==> config.mk <==
export PLATFORM = sky130hd
export DESIGN_NAME = tnoc_address_map_decoder_flat
export DESIGN_NICKNAME = d
export VERILOG_FILES = /design/src/rtl/tnoc_address_map_pkg.sv /design/src/rtl/tnoc_address_map_decoder_if.sv /design/src/rtl/tnoc_address_region_match.sv /design/src/rtl/tnoc_address_map_decoder.sv /design/src/flat_wrapper.sv
export SDC_FILE = /design/constraint.sdc
export NUM_CORES = 1
export LEC_CHECK = 0
export BUFFER_PORTS_ARGS = -buffer_cell sky130_fd_sc_hd__clkbuf_2
export CAP_MARGIN = 20
export CORE_MARGIN = 5
export CORE_UTILIZATION = 53
export DETAILED_ROUTE_END_ITERATION = 10
export GPL_ROUTABILITY_DRIVEN = 1
export PLACE_DENSITY = 0.8
export SLEW_MARGIN = 20
export SYNTH_ARGS = -nofsm -noshare
export SYNTH_HDL_FRONTEND = slang
export SYNTH_SLANG_ARGS = --single-unit
==> constraint.sdc <==
create_clock -name clk -period 1.9 [get_ports clk]
set_input_delay 0.475 -clock clk [delete_from_list [all_inputs] [get_ports clk]]
set_output_delay 0.475 -clock clk [all_outputs]
set_load 0.01 [all_outputs]
==> src/rtl/tnoc_address_map_pkg.sv <==
// Shared types for the NoC address map decoder: build configuration,
// region table entry and lookup result.
package tnoc_address_map_pkg;

  typedef struct packed {
    int address_width;
    int id_x_width;
    int id_y_width;
  } tnoc_config;

  localparam tnoc_config TNOC_DEFAULT_CONFIG = '{
    address_width: 32,
    id_x_width:    3,
    id_y_width:    3
  };

  localparam int TNOC_ADDRESS_WIDTH = TNOC_DEFAULT_CONFIG.address_width;
  localparam int TNOC_ID_X_WIDTH    = TNOC_DEFAULT_CONFIG.id_x_width;
  localparam int TNOC_ID_Y_WIDTH    = TNOC_DEFAULT_CONFIG.id_y_width;

  // Result region field is sized for the largest supported table.
  localparam int TNOC_MAX_REGIONS  = 16;
  localparam int TNOC_REGION_WIDTH = $clog2(TNOC_MAX_REGIONS);

  typedef logic [TNOC_ADDRESS_WIDTH-1:0] tnoc_address;

  typedef struct packed {
    logic [TNOC_ID_X_WIDTH-1:0] x;
    logic [TNOC_ID_Y_WIDTH-1:0] y;
  } tnoc_location_id;

  typedef struct packed {
    logic            enable;
    tnoc_address     base;
    tnoc_address     mask;
    tnoc_location_id id;
  } tnoc_address_region;

  typedef struct packed {
    tnoc_location_id              id;
    logic                         invalid;
    logic [TNOC_REGION_WIDTH-1:0] region;
  } tnoc_address_result;

  function automatic int region_index_width(input int regions);
    return (regions > 1) ? $clog2(regions) : 1;
  endfunction

endpackage

==> src/rtl/tnoc_address_map_decoder_if.sv <==
// Bundle of the decoder's table-write, lookup request and response channels.
interface tnoc_address_map_decoder_if #(
  parameter int AW               = 32,
  parameter int XW               = 3,
  parameter int YW               = 3,
  parameter int IW               = 2,
  parameter int MISS_COUNT_WIDTH = 16
) ();

  logic                        i_cfg_valid;
  logic                        o_cfg_ready;
  logic [IW-1:0]               i_cfg_index;
  logic                        i_cfg_enable;
  logic [AW-1:0]               i_cfg_base;
  logic [AW-1:0]               i_cfg_mask;
  logic [XW-1:0]               i_cfg_id_x;
  logic [YW-1:0]               i_cfg_id_y;

  logic                        i_req_valid;
  logic                        o_req_ready;
  logic [AW-1:0]               i_req_address;

  logic                        o_rsp_valid;
  logic                        i_rsp_ready;
  logic [XW-1:0]               o_rsp_id_x;
  logic [YW-1:0]               o_rsp_id_y;
  logic                        o_rsp_invalid;
  logic [IW-1:0]               o_rsp_region;

  logic [MISS_COUNT_WIDTH-1:0] o_miss_count;

  modport master (
    output i_cfg_valid, i_cfg_index, i_cfg_enable, i_cfg_base, i_cfg_mask,
           i_cfg_id_x, i_cfg_id_y, i_req_valid, i_req_address, i_rsp_ready,
    input  o_cfg_ready, o_req_ready, o_rsp_valid, o_rsp_id_x, o_rsp_id_y,
           o_rsp_invalid, o_rsp_region, o_miss_count
  );

  modport slave (
    input  i_cfg_valid, i_cfg_index, i_cfg_enable, i_cfg_base, i_cfg_mask,
           i_cfg_id_x, i_cfg_id_y, i_req_valid, i_req_address, i_rsp_ready,
    output o_cfg_ready, o_req_ready, o_rsp_valid, o_rsp_id_x, o_rsp_id_y,
           o_rsp_invalid, o_rsp_region, o_miss_count
  );

endinterface

==> src/rtl/tnoc_address_region_match.sv <==
// Single region comparator: hit when enabled and the masked address bits
// equal the masked base.
module tnoc_address_region_match
  import tnoc_address_map_pkg::*;
(
  input  logic        enable,
  input  tnoc_address base,
  input  tnoc_address mask,
  input  tnoc_address address,
  output logic        match
);

  assign match = enable && ((address & mask) == (base & mask));

endmodule

==> src/rtl/tnoc_address_map_decoder.sv <==
// Programmable address-to-location decoder: region table, per-region compare,
// lowest-index priority select and a one-deep registered response.
module tnoc_address_map_decoder
  import tnoc_address_map_pkg::*;
#(
  parameter tnoc_config CONFIG           = TNOC_DEFAULT_CONFIG,
  parameter int         REGIONS          = 4,
  parameter int         MISS_COUNT_WIDTH = 16
)(
  input logic                       clk,
  input logic                       rst_n,
  tnoc_address_map_decoder_if.slave bus
);

  localparam int XW = CONFIG.id_x_width;
  localparam int YW = CONFIG.id_y_width;
  localparam int IW = region_index_width(REGIONS);

  tnoc_address_region          region_table [REGIONS];
  tnoc_address_region          cfg_entry;
  tnoc_address                 req_address;
  logic [REGIONS-1:0]          region_match;
  tnoc_address_result          lookup_result;
  tnoc_address_result          rsp_q;
  logic                        rsp_valid;
  logic                        req_ready;
  logic                        req_accept;
  logic                        rsp_transfer;
  logic [MISS_COUNT_WIDTH-1:0] miss_count;
  logic                        unused_region_bits;

  always_comb begin
    cfg_entry        = '0;
    cfg_entry.enable = bus.i_cfg_enable;
    cfg_entry.base   = TNOC_ADDRESS_WIDTH'(bus.i_cfg_base);
    cfg_entry.mask   = TNOC_ADDRESS_WIDTH'(bus.i_cfg_mask);
    cfg_entry.id.x   = TNOC_ID_X_WIDTH'(bus.i_cfg_id_x);
    cfg_entry.id.y   = TNOC_ID_Y_WIDTH'(bus.i_cfg_id_y);
  end

  // Indices with no matching entry simply fall through, so out-of-range
  // writes are accepted and dropped.
  always_ff @(posedge clk or negedge rst_n) begin
    if (!rst_n) begin
      for (int r = 0; r < REGIONS; r++) begin
        region_table[r] <= '0;
      end
    end else if (bus.i_cfg_valid) begin
      for (int r = 0; r < REGIONS; r++) begin
        if (bus.i_cfg_index == IW'(r)) begin
          region_table[r] <= cfg_entry;
        end
      end
    end
  end

  assign req_address = TNOC_ADDRESS_WIDTH'(bus.i_req_address);

  for (genvar g = 0; g < REGIONS; g++) begin : g_region
    tnoc_address_region_match u_match (
      .enable  (region_table[g].enable),
      .base    (region_table[g].base),
      .mask    (region_table[g].mask),
      .address (req_address),
      .match   (region_match[g])
    );
  end

  // Walk from the top so the lowest matching index is the last to win.
  always_comb begin
    lookup_result         = '0;
    lookup_result.invalid = 1'b1;
    for (int r = REGIONS - 1; r >= 0; r--) begin
      if (region_match[r]) begin
        lookup_result.id      = region_table[r].id;
        lookup_result.invalid = 1'b0;
        lookup_result.region  = TNOC_REGION_WIDTH'(r);
      end
    end
  end

  assign req_ready    = !rsp_valid || bus.i_rsp_ready;
  assign req_accept   = bus.i_req_valid && req_ready;
  assign rsp_transfer = rsp_valid && bus.i_rsp_ready;

  always_ff @(posedge clk or negedge rst_n) begin
    if (!rst_n) begin
      rsp_valid  <= 1'b0;
      rsp_q      <= '0;
      miss_count <= '0;
    end else begin
      if (req_accept) begin
        rsp_valid <= 1'b1;
        rsp_q     <= lookup_result;
      end else if (bus.i_rsp_ready) begin
        rsp_valid <= 1'b0;
      end
      if (rsp_transfer && rsp_q.invalid && (miss_count != '1)) begin
        miss_count <= miss_count + MISS_COUNT_WIDTH'(1);
      end
    end
  end

  assign bus.o_cfg_ready   = 1'b1;
  assign bus.o_req_ready   = req_ready;
  assign bus.o_rsp_valid   = rsp_valid;
  assign bus.o_rsp_id_x    = XW'(rsp_q.id.x);
  assign bus.o_rsp_id_y    = YW'(rsp_q.id.y);
  assign bus.o_rsp_invalid = rsp_q.invalid;
  assign bus.o_rsp_region  = rsp_q.region[IW-1:0];
  assign bus.o_miss_count  = miss_count;

  assign unused_region_bits = ^rsp_q.region;

endmodule

==> src/flat_wrapper.sv <==
// flat-port wrapper written by rule: the top's interface ports become plain ports
module tnoc_address_map_decoder_flat import tnoc_address_map_pkg::*;
#(
  parameter tnoc_config CONFIG           = TNOC_DEFAULT_CONFIG,
  parameter int         REGIONS          = 4,
  parameter int         MISS_COUNT_WIDTH = 16
)
  (clk, rst_n, bus_i_cfg_valid, bus_i_cfg_index, bus_i_cfg_enable, bus_i_cfg_base, bus_i_cfg_mask, bus_i_cfg_id_x, bus_i_cfg_id_y, bus_i_req_valid, bus_i_req_address, bus_i_rsp_ready, bus_o_cfg_ready, bus_o_req_ready, bus_o_rsp_valid, bus_o_rsp_id_x, bus_o_rsp_id_y, bus_o_rsp_invalid, bus_o_rsp_region, bus_o_miss_count);
  tnoc_address_map_decoder_if #(.MISS_COUNT_WIDTH(MISS_COUNT_WIDTH)) bus_i ();
  input logic clk;
  input logic rst_n;
  input wire logic [$bits(bus_i.i_cfg_valid)-1:0] bus_i_cfg_valid;
  input wire logic [$bits(bus_i.i_cfg_index)-1:0] bus_i_cfg_index;
  input wire logic [$bits(bus_i.i_cfg_enable)-1:0] bus_i_cfg_enable;
  input wire logic [$bits(bus_i.i_cfg_base)-1:0] bus_i_cfg_base;
  input wire logic [$bits(bus_i.i_cfg_mask)-1:0] bus_i_cfg_mask;
  input wire logic [$bits(bus_i.i_cfg_id_x)-1:0] bus_i_cfg_id_x;
  input wire logic [$bits(bus_i.i_cfg_id_y)-1:0] bus_i_cfg_id_y;
  input wire logic [$bits(bus_i.i_req_valid)-1:0] bus_i_req_valid;
  input wire logic [$bits(bus_i.i_req_address)-1:0] bus_i_req_address;
  input wire logic [$bits(bus_i.i_rsp_ready)-1:0] bus_i_rsp_ready;
  output wire logic [$bits(bus_i.o_cfg_ready)-1:0] bus_o_cfg_ready;
  output wire logic [$bits(bus_i.o_req_ready)-1:0] bus_o_req_ready;
  output wire logic [$bits(bus_i.o_rsp_valid)-1:0] bus_o_rsp_valid;
  output wire logic [$bits(bus_i.o_rsp_id_x)-1:0] bus_o_rsp_id_x;
  output wire logic [$bits(bus_i.o_rsp_id_y)-1:0] bus_o_rsp_id_y;
  output wire logic [$bits(bus_i.o_rsp_invalid)-1:0] bus_o_rsp_invalid;
  output wire logic [$bits(bus_i.o_rsp_region)-1:0] bus_o_rsp_region;
  output wire logic [$bits(bus_i.o_miss_count)-1:0] bus_o_miss_count;
  assign bus_i.i_cfg_valid = bus_i_cfg_valid;
  assign bus_i.i_cfg_index = bus_i_cfg_index;
  assign bus_i.i_cfg_enable = bus_i_cfg_enable;
  assign bus_i.i_cfg_base = bus_i_cfg_base;
  assign bus_i.i_cfg_mask = bus_i_cfg_mask;
  assign bus_i.i_cfg_id_x = bus_i_cfg_id_x;
  assign bus_i.i_cfg_id_y = bus_i_cfg_id_y;
  assign bus_i.i_req_valid = bus_i_req_valid;
  assign bus_i.i_req_address = bus_i_req_address;
  assign bus_i.i_rsp_ready = bus_i_rsp_ready;
  assign bus_o_cfg_ready = bus_i.o_cfg_ready;
  assign bus_o_req_ready = bus_i.o_req_ready;
  assign bus_o_rsp_valid = bus_i.o_rsp_valid;
  assign bus_o_rsp_id_x = bus_i.o_rsp_id_x;
  assign bus_o_rsp_id_y = bus_i.o_rsp_id_y;
  assign bus_o_rsp_invalid = bus_i.o_rsp_invalid;
  assign bus_o_rsp_region = bus_i.o_rsp_region;
  assign bus_o_miss_count = bus_i.o_miss_count;
  tnoc_address_map_decoder #(.CONFIG(CONFIG), .REGIONS(REGIONS), .MISS_COUNT_WIDTH(MISS_COUNT_WIDTH)) u_core (.clk(clk), .rst_n(rst_n), .bus(bus_i));
endmodule
==> results.sh, run 1 <==
export IMPL_status="finished, violations left"
export IMPL_violations="negative setup slack"
export IMPL_area_growth_pct=22.8
export IMPL_holdPathEnd="u_core.bus.o_rsp_valid$_DFFE_PN0P_"
export IMPL_reg2regPathDepth=7
export IMPL_synthTopCellsByArea="dfrtp_1, mux2_2, xor2_1"
export IMPL_synth_seq_cells=310
export IMPL_rows=58
export IMPL_synthCells=958
export IMPL_grt_pass1_vias=9091
export IMPL_finalPower_mw=18.7
export IMPL_synthSimpleGateAreaFrac_pct=2.92
export IMPL_numCtsBuffers=31
export IMPL_yosysTopAreaCellShare_pct=57.1
export IMPL_maxCapViolations=0
export IMPL_timing_rr_start="u_core.region_table[117]$_DFFE_PN0P_"
export IMPL_synthArstFlopShare_pct=100
export IMPL_hold_path_depth=2
export IMPL_grt_total_usage_pct=22.6
export IMPL_yosysSeqAreaShare_pct=57.1
export IMPL_synth_cell_type_count=42
export IMPL_route_detailed_drc=0
export IMPL_worst_setup_path_end_kind="register"
export IMPL_drt_wl_total_um=33400
export IMPL_grt_overflow=0
export IMPL_synth_top_family_by_area="multiplexers"
export IMPL_start_util_pct=54.0
export IMPL_cts_root_buf="clkbuf_16"
export IMPL_cts_sinks=310
export IMPL_grt_max_degree=56
export IMPL_crit_chain="xor2_1, a22oi_1, nand4_1, buf_4, or3_4, o311a_2, o21ai_1"
export IMPL_final_nets=1290
export IMPL_leakage_nw=7.58
export IMPL_synth_edf_count=0
export IMPL_dp_hpwl_um=23900
export IMPL_place_gp_congestion=0.852
export IMPL_hp_class="in2reg"
export IMPL_antenna_found_initial=1
export IMPL_r2r_end="u_core.bus.o_rsp_id_x[0]$_DFFE_PN0P_"
export IMPL_path_class="reg2reg"
export IMPL_htree_num_levels=1
export IMPL_setup_viol=9
export IMPL_num_antenna_cells=0
export IMPL_viasPerCell=5.73
export IMPL_critPathRequiredTime_ns=2.38
export IMPL_clk_latency_ns=0.56
export IMPL_die_area_um2=28900
export IMPL_chipHeight_um=170
export IMPL_cpPeakStageDelay_ns=0.39
export IMPL_period_share_pct=116
export IMPL_detailroute_via_count=8779
export IMPL_final_setup_tns_ns=-2.10
export IMPL_core_area_um2=25200
export IMPL_synthFlopType="dfrtp_1"
export IMPL_drive_gt1_share_pct=49.5
export IMPL_path_clk_slew_ns=0.06
export IMPL_path_max_fanout=6
export IMPL_firstDrtPassIters=5
export IMPL_grt_pass1_wl_um=51100
export IMPL_hold_start="bus_i_req_valid"
export IMPL_r2r_slack_ns=-0.29
export IMPL_synth_xor_area_share_pct=9.22
export IMPL_hold_violations=0
export IMPL_post_synth_cell_area_avg_um2=14.2
export IMPL_fp_dieW_um=170
export IMPL_synthAdderAreaFrac_pct=0.0921
export IMPL_io_pins=138
export IMPL_vdd_drop_max_mv=0.944
export IMPL_synth_compound_area_share_pct=5.60
export IMPL_synthesis_nets=1069
export IMPL_synthMuxAreaShare_pct=23.6
export IMPL_wl_per_cell_um=21.8
export IMPL_portBuffers=136
export IMPL_cp_slowest_cell="dfrtp_1"
export IMPL_yosys_area_top_type="dfrtp_1"
export IMPL_startpoint_type="register"
export IMPL_clock_path_buffers=3
export IMPL_fmax_mhz=456
export IMPL_cts_tree="yes"
export IMPL_rsz0062_at_grt="true"
export IMPL_slew_violations=0
export IMPL_drtAntennaViolNets=0
export IMPL_finalWorstSetupSlack_ns=-0.295
export IMPL_clock_skew_ns=0.0116
export IMPL_synthesis_area_um2=13600
export IMPL_cp_arrival_ns=2.67
export IMPL_post_route_min_period_ns=2.19
export IMPL_ys_warn_count=0
export IMPL_drtIter0Drc=739
export IMPL_p_per_area_nw_per_um2=1120
[layer usage]
layer	global-route usage, %	wire length, um
met1	31.1	13900
met2	38.3	16600
met3	3.23	2040
met4	5.42	802
met5	0	0
[cell usage in the layout, fill, tap and decap left out, drive strengths merged, types with 3 or more instances in the layout]
cell type and count:
a21o 5, a221oi 7, a222oi 4, a22o 8, a22oi 42, and3 3
buf 89, bufinv 5, clkbuf 177, clkinv 5, dfrtp 310, inv 11
mux2 285, nand2 18, nand2b 3, nand3 11, nand4 19, nor2 7
nor3 7, o2111ai 6, o21a 6, o21ai 9, o311ai 5, xnor2 9
xor2 134
[report_power, final]
part           internal [mW]  switching, mW  total, mW
Clock                   3.97           2.55       6.52
Sequential              7.82          0.792       8.61
Combinational           1.86           1.66       3.52
[cell families (layout without fill, tap and decap cells)]
kind of cell | Yosys count | after routing
flops | 310 | 310
mux | 285 | 285
xor+xnor | 143 | 143
compound gates | 97 | 97
simple gates | 74 | 75
buf+inv | 47 | 289
fa+ha+maj | 1 | 1
other cells | 1 | 1
[synthesized netlist by cell type, types with 7 or more instances]
cell and count:
clkbuf_1 32, xor2_1 134, o21ai_0 8, mux2_2 285
inv_1 9, a22oi_1 42, nor2_1 7, nand4_1 19
dfrtp_1 310, xnor2_1 9, nand3_1 11, nand2_1 18
a22o_1 8
[through the flow]
stage | worst slack [ns] | utilization (%) | cell area (um2) | instances | hold WS (ns)
floorplan | -0.0477 | - | 13600 | 958 | 0.179
CTS | -0.240 | 65.7 | 16600 | 1525 | 0.147
global route | -0.381 | 66.2 | 16700 | 1531 | 0.146
detailed placement | -0.552 | 61.1 | 15400 | 1469 | 0.388
global placement | -0.506 | 61.1 | 15400 | 1469 | 0.386
finish | -0.295 | 66.2 | 16700 | 1531 | 0.159
[worst max path at each step]
stage                                              start                                endpoint  cells after the start
global route        u_core.region_table[129]$_DFFE_PN0P_    u_core.bus.o_rsp_id_x[1]$_DFFE_PN0P_                      8
CTS                 u_core.region_table[113]$_DFFE_PN0P_    u_core.bus.o_rsp_id_x[1]$_DFFE_PN0P_                      8
detailed placement                 bus_i_req_address[24]  u_core.bus.o_rsp_region[0]$_DFFE_PN0P_                     10
floorplan                          bus_i_req_address[27]    u_core.bus.o_rsp_id_x[2]$_DFFE_PN0P_                      8
finish              u_core.region_table[117]$_DFFE_PN0P_    u_core.bus.o_rsp_id_x[0]$_DFFE_PN0P_                      7
global placement                   bus_i_req_address[24]    u_core.bus.o_rsp_id_y[0]$_DFFE_PN0P_                     10
[registers in the layout (all words and copies together) (netlist names)]
name and cells:
u_core.bus.o_miss_count 16, u_core.bus.o_rsp_id_x 3, u_core.bus.o_rsp_id_y 3, u_core.bus.o_rsp_invalid 1, u_core.bus.o_rsp_region 2, u_core.bus.o_rsp_valid 1, u_core.region_table 284
[layout make-up]
cell class | instances | area, um2
Sequential cell | 310 | 7760
Tap cell | 330 | 413
Multi-Input combinational cell | 602 | 5810
Fill cell | 1768 | 8500
Clock buffer | 42 | 897
Clock inverter | 13 | 204
Inverter | 9 | 33.8
Timing Repair Buffer | 225 | 1570
[critical path, delay by kind of cell (launching register included)]
kind | cells | cell delay (ns)
compound gates | 3 | 0.78
simple gates | 2 | 0.57
flops | 1 | 0.39
buf+inv | 1 | 0.20
xor+xnor | 1 | 0.17
[timing repair]
| item | 4_1_cts | 5_1_grt |
|---|---|---|
| hold buffers | 1 | 0 |
| pin swaps | 1 | 13 |
| endpoints found under the setup margin | 11 | 15 |
| endpoints found under the hold margin | 34 | 0 |
| resized for setup | 14 | 16 |
| gates cloned | 0 | 2 |
| setup buffers | 0 | 5 |
No activity file was read; power rests on OpenSTA's default activity.
==> run 2, diff against run 1 <==
Settings changed: PLACE_DENSITY 0.8 to 0.75.
==> run 2 against run 1 <==
Sequential share of layout area decreased by 0.66 points. Worst hold slack better by 0.018 ns. Global-route usage grew 1.1 points. The run still ends with negative setup slack left. Utilization is 0.96 points higher. Via count fell by 0.27%. Setup slack better by 0.020 ns. Critical path type unchanged.
==> results.sh, run 2 (synthesis gave the netlist of run 1 again) <==
export IMPL_status="finished, violations left"
export IMPL_violations="negative setup slack"
export IMPL_drt_wl_total_um=33500
export IMPL_detailroute_via_count=8755
export IMPL_fillCellCount=1813
export IMPL_htree_num_levels=2
export IMPL_cts_tree="yes"
export IMPL_path_class="reg2reg"
export IMPL_cts_sinks=310
export IMPL_critPathRequiredTime_ns=2.29
export IMPL_post_route_min_period_ns=2.17
export IMPL_hold_violations=0
export IMPL_firstDrtPassIters=5
export IMPL_p_per_area_nw_per_um2=1130
export IMPL_slew_limit_headroom_pct=57.4
export IMPL_clock_path_buffers=3
export IMPL_final_cell_area_um2=16900
export IMPL_chipHeight_um=170
export IMPL_final_common_cell="dfrtp_1"
export IMPL_viasPerCell=5.67
export IMPL_cp_slowest_cell="or3_4"
export IMPL_place_gp_congestion=0.819
export IMPL_final_setup_tns_ns=-1.88
export IMPL_final_cell_mix="dfrtp_1, mux2_2, clkbuf_2"
export IMPL_dp_hpwl_um=24300
export IMPL_grt_max_degree=55
export IMPL_hold_ws_ns=0.177
export IMPL_drtAntennaViolNets=0
export IMPL_drive_gt1_share_pct=49.9
export IMPL_highest_layer="met4"
export IMPL_path_max_fanout=5
export IMPL_worst_setup_path_end_kind="register"
export IMPL_start_util_pct=54.0
export IMPL_setup_viol=9
export IMPL_numCtsBuffers=34
export IMPL_portBuffers=136
export IMPL_vdd_drop_max_mv=0.900
export IMPL_grt_total_usage_pct=23.7
export IMPL_largest_reg_flops=284
export IMPL_maxCapViolations=0
export IMPL_antenna_found_initial=0
export IMPL_wl_met2_um=16200
export IMPL_die_area_um2=28900
export IMPL_rsz0062_at_grt="true"
export IMPL_tightest_slew_ns=0.639
export IMPL_clock_skew_ns=0.0125
export IMPL_finalPower_mw=19.2
export IMPL_io_pins=138
export IMPL_cts_root_buf="clkbuf_16"
export IMPL_fp_dieW_um=170
export IMPL_grt_overflow=0
export IMPL_core_area_um2=25200
export IMPL_top_register="u_core.region_table"
export IMPL_drtIter0Drc=625
export IMPL_rows=58
export IMPL_grt_pass1_vias=9343
export IMPL_num_antenna_cells=0
export IMPL_finalWorstSetupSlack_ns=-0.275
export IMPL_startpoint_type="register"
export IMPL_wl_met3_um=1600
export IMPL_slew_violations=0
export IMPL_fmax_mhz=460
export IMPL_leakage_nw=7.71
export IMPL_cpPeakStageDelay_ns=0.43
export IMPL_clk_latency_ns=0.51
export IMPL_met1_length_um=14700
export IMPL_crit_chain="xor2_1, a22oi_2, nand4_1, or3_4, buf_4, o2111ai_4, o311a_4, o21ai_1"
export IMPL_area_growth_pct=24.6
export IMPL_grt_pass1_wl_um=53200
export IMPL_cp_arrival_ns=2.57
export IMPL_path_clk_slew_ns=0.06
export IMPL_placed_area_um2=15500
export IMPL_period_share_pct=114
export IMPL_wl_per_cell_um=21.7
export IMPL_final_nets=1302
export IMPL_hp_class="in2reg"
export IMPL_route_detailed_drc=0
-- run 2: changes by cell type in the layout (fill, tap and decap cells not counted), sizes merged --
cell	previous run	this run
or3	2	1
clkinv	5	3
inv	11	9
bufinv	5	3
clkbuf	177	187
buf	89	99
-- run 2: path summary, 6_finish.rpt --
kind	cells after the start	from	to	slack [ns]
worst max-delay path	8	u_core.region_table[118]$_DFFE_PN0P_	u_core.bus.o_rsp_id_x[0]$_DFFE_PN0P_	-0.27
worst min-delay path	2	bus_i_req_valid	u_core.bus.o_rsp_valid$_DFFE_PN0P_	0.18
worst max register to register	8	u_core.region_table[118]$_DFFE_PN0P_	u_core.bus.o_rsp_id_x[0]$_DFFE_PN0P_	-0.27
worst min register to register	1	u_core.bus.o_miss_count[13]$_DFFE_PN0P_	u_core.bus.o_miss_count[13]$_DFFE_PN0P_	0.49
max in group asynchronous	3	rst_n	u_core.region_table[174]$_DFFE_PN0P_	0.76
min in group asynchronous	2	rst_n	u_core.bus.o_miss_count[9]$_DFFE_PN0P_	0.46
-- run 2: through the flow --
step | setup WS (ns) | utilization, % | std cells
2_1_floorplan | -0.0477 | - | 958
3_3_place_gp | -0.700 | 61.7 | 1481
3_5_place_dp | -0.733 | 61.7 | 1481
4_1_cts | -0.223 | 66.9 | 1543
5_1_grt | -0.366 | 67.2 | 1544
6_report | -0.275 | 67.2 | 1544
-- run 2: worst max-delay path: cells and delay by family (launching register included) --
kind | cells | cell delay (ns)
xor+xnor | 1 | 0.15
simple gates | 2 | 0.63
flops | 1 | 0.39
buf+inv | 1 | 0.18
compound gates | 4 | 0.71
-- run 2: area by class of cell --
type	count	area [um2]	area share, %
Sequential cell	310	7760	45.8
Multi-Input combinational cell	601	5810	34.3
Timing Repair Buffer	235	1690	10.0
Clock buffer	52	1100	6.51
Tap cell	330	413	2.44
Clock inverter	7	113	0.665
Inverter	9	33.8	0.200
-- run 2: power breakdown --
group | switching [mW] | internal [mW] | leakage [nW] | total, mW
combinational | 1.68 | 1.88 | 3.41 | 3.56
sequential | 0.777 | 7.82 | 3.70 | 8.60
clock | 2.61 | 4.39 | 0.600 | 7.01
total | 5.07 | 14.1 | 7.71 | 19.2
-- run 2: timing repair --
item,in CTS,in global routing
buffers inserted,3,1
endpoints found under the setup margin,9,18
hold endpoints to repair,41,0
resized for setup,20,11
cloned,0,0
hold buffers,1,0
pin swaps,10,1
-- run 2: per-layer routing --
metal | up-vias | global-route usage (%)
met5 | - | 0
li1 | 3961 | -
met2 | 230 | 39.1
met3 | 68 | 3.62
met4 | 0 | 7.36
met1 | 4496 | 32.8
==> run 3, diff against run 2 <==
Clock period 1.9 ns to 1.8 ns, I/O delays scaled along.
==> run 3 against run 2 <==
The run still ends with negative setup slack left. Highest routed layer unchanged. Critical path type unchanged. Non-clock buffer count is 12 higher. Final area about the same. Critical path depth is the same. Clock power down 5.6%. Die area unchanged. Worst hold slack worse by 0.073 ns. Power rose by 2.0%. Global-route usage fell by 0.41 points. Wire length increased by 0.81%. Sequential share of layout area about the same. Via count is 0.51% higher. Combinational power grew 7.9%.
==> results.sh, run 3 (synthesis gave the netlist of run 1 again) <==
export IMPL_status="finished, violations left"
export IMPL_violations="negative setup slack"
export IMPL_start_util_pct=54.0
export IMPL_portBuffers=136
export IMPL_vdd_drop_max_mv=0.879
export IMPL_hold_path_depth=2
export IMPL_critPathRequiredTime_ns=2.24
export IMPL_fin_util_pct=67.2
export IMPL_top_register="u_core.region_table"
export IMPL_worst_setup_path_end_kind="register"
export IMPL_place_gp_congestion=0.830
export IMPL_area_growth_pct=24.5
export IMPL_p_per_area_nw_per_um2=1160
export IMPL_dp_hpwl_um=24700
export IMPL_hold_start="bus_i_req_valid"
export IMPL_cpPeakStageDelay_ns=0.38
export IMPL_fmax_mhz=452
export IMPL_grt_pass1_wl_um=52800
export IMPL_pre_cts_ws_ns=-0.762
export IMPL_final_nets=1312
export IMPL_p_clk_share_pct=33.9
export IMPL_antenna_found_initial=0
export IMPL_grt_overflow=0
export IMPL_crit_chain="xor2_1, a22oi_2, nand4_1, buf_4, or3_4, nor2_4, a21oi_2, a32o_1"
export IMPL_io_pins=138
export IMPL_timing_rr_start="u_core.region_table[118]$_DFFE_PN0P_"
export IMPL_cts_root_buf="clkbuf_16"
export IMPL_final_common_cell="dfrtp_1"
export IMPL_slew_violations=0
export IMPL_setup_viol=9
export IMPL_path_clk_slew_ns=0.06
export IMPL_p_sw_share_pct=27.1
export IMPL_holdPathEnd="u_core.bus.o_rsp_valid$_DFFE_PN0P_"
export IMPL_power_frac_comb_pct=19.6
export IMPL_grt_pass1_vias=9258
export IMPL_num_antenna_cells=0
export IMPL_r2r_end="u_core.bus.o_rsp_invalid$_DFFE_PN0P_"
export IMPL_drive_gt1_share_pct=50.4
export IMPL_drtIter0Drc=554
export IMPL_grt_total_usage_pct=23.3
export IMPL_cts_sinks=310
export IMPL_placed_area_um2=15600
export IMPL_core_area_um2=25200
export IMPL_chipHeight_um=170
export IMPL_grt_max_degree=47
export IMPL_viasPerCell=5.66
export IMPL_tightest_slew_ns=0.601
export IMPL_startpoint="u_core.region_table[118]$_DFFE_PN0P_"
export IMPL_period_share_pct=123
export IMPL_clock_path_buffers=3
export IMPL_fp_dieW_um=170
export IMPL_cp_arrival_ns=2.65
export IMPL_drt_wl_total_um=33800
export IMPL_clock_skew_ns=0.0176
export IMPL_hp_class="in2reg"
export IMPL_wl_per_cell_um=21.7
export IMPL_leakage_nw=7.72
export IMPL_cts_tree="yes"
export IMPL_cp_slowest_cell="dfrtp_1"
export IMPL_path_class="reg2reg"
export IMPL_fillCellCount=1788
export IMPL_reg2regPathDepth=8
export IMPL_final_cell_mix="dfrtp_1, mux2_2, clkbuf_2"
export IMPL_finalWorstSetupSlack_ns=-0.414
export IMPL_startpoint_type="register"
export IMPL_p_switching_mw=5.30
export IMPL_intPower_mw=14.2
export IMPL_post_route_min_period_ns=2.21
export IMPL_hold_ws_ns=0.103
export IMPL_path_max_fanout=6
export IMPL_r2r_slack_ns=-0.41
export IMPL_numCtsBuffers=31
export IMPL_final_cell_area_um2=16900
export IMPL_rsz0062_at_grt="true"
export IMPL_route_detailed_drc=0
export IMPL_drtAntennaViolNets=0
export IMPL_die_area_um2=28900
export IMPL_htree_num_levels=1
export IMPL_final_setup_tns_ns=-3.20
export IMPL_rows=58
export IMPL_seq_power_share_pct=46.5
export IMPL_firstDrtPassIters=5
export IMPL_detailroute_via_count=8800
export IMPL_hold_violations=0
export IMPL_maxCapViolations=0
export IMPL_largest_reg_flops=284
export IMPL_clk_latency_ns=0.57
export IMPL_slew_limit_headroom_pct=60.0
==> run 3: cell types whose count changed in the layout (fill, tap and decap cells not counted), moves of 2 or more <==
| cell | before | now |
|---|---|---|
| buf_4 | 76 | 88 |
| o21ai_1 | 6 | 1 |
| o21ai_2 | 0 | 2 |
| clkbuf_16 | 37 | 31 |
| buf_6 | 2 | 0 |
| buf_12 | 20 | 22 |
| clkbuf_1 | 3 | 8 |
| o21ai_0 | 3 | 6 |
==> run 3: metrics by stage <==
step / std cells / power [mW]
after floorplan: 958 / 11.1
after global placement: 1486 / 12.7
after detailed placement: 1486 / 12.9
after CTS: 1550 / 19.6
after global routing: 1556 / 20.4
final: 1556 / 19.5
==> run 3: worst max-delay path by stage <==
stage          cells past startpoint                              endpoint
6_report                           8  u_core.bus.o_rsp_invalid$_DFFE_PN0P_
5_1_grt                            9  u_core.bus.o_rsp_invalid$_DFFE_PN0P_
4_1_cts                            7  u_core.bus.o_rsp_id_x[0]$_DFFE_PN0P_
3_5_place_dp                      10  u_core.bus.o_rsp_id_y[2]$_DFFE_PN0P_
3_3_place_gp                      10  u_core.bus.o_rsp_id_y[2]$_DFFE_PN0P_
2_1_floorplan                      8  u_core.bus.o_rsp_id_x[2]$_DFFE_PN0P_
==> run 3: final cells by class <==
type / count / area [um2] / share of cell area [%]
Multi-Input combinational cell: 602 / 5840 / 34.6
Inverter: 9 / 33.8 / 0.200
Sequential cell: 310 / 7760 / 45.9
Timing Repair Buffer: 247 / 1800 / 10.7
Tap cell: 330 / 413 / 2.44
Clock buffer: 51 / 971 / 5.74
Clock inverter: 7 / 91.3 / 0.540
==> run 3: metal layers <==
layer | GRT usage [%] | vias up | wire length, um
li1 | - | 3962 | -
met1 | 32.2 | 4538 | 14200
met2 | 39.0 | 255 | 16600
met3 | 3.93 | 45 | 2100
met4 | 5.59 | 0 | 820
met5 | 0 | - | 0
==> run 3: worst max-delay path, delay by kind of cell, from the launching register on <==
family / cells / cell delay (ns)
compound gates: 3 / 0.58
xor+xnor: 1 / 0.16
buf+inv: 1 / 0.22
flops: 1 / 0.38
simple gates: 3 / 0.74
==> run 3: what timing repair did <==
| item | in CTS | in global routing |
|---|---|---|
| endpoints found under the setup margin | 13 | 18 |
| hold buffers | 1 | 0 |
| resized for setup | 15 | 15 |
| setup buffers | 4 | 6 |
| gates cloned | 1 | 0 |
| pin swaps | 6 | 14 |
| hold endpoints to repair | 25 | 0 |
==> run 3: power by group through the flow <==
stage	clock [mW]	sequential, mW	combinational, mW
5_1_grt	7.02	9.21	4.16
2_1_floorplan	0	8.98	2.13
4_1_cts	6.72	9.05	3.81
3_3_place_gp	0	9.07	3.59
6_report	6.62	9.08	3.84
3_5_place_dp	0	9.15	3.70
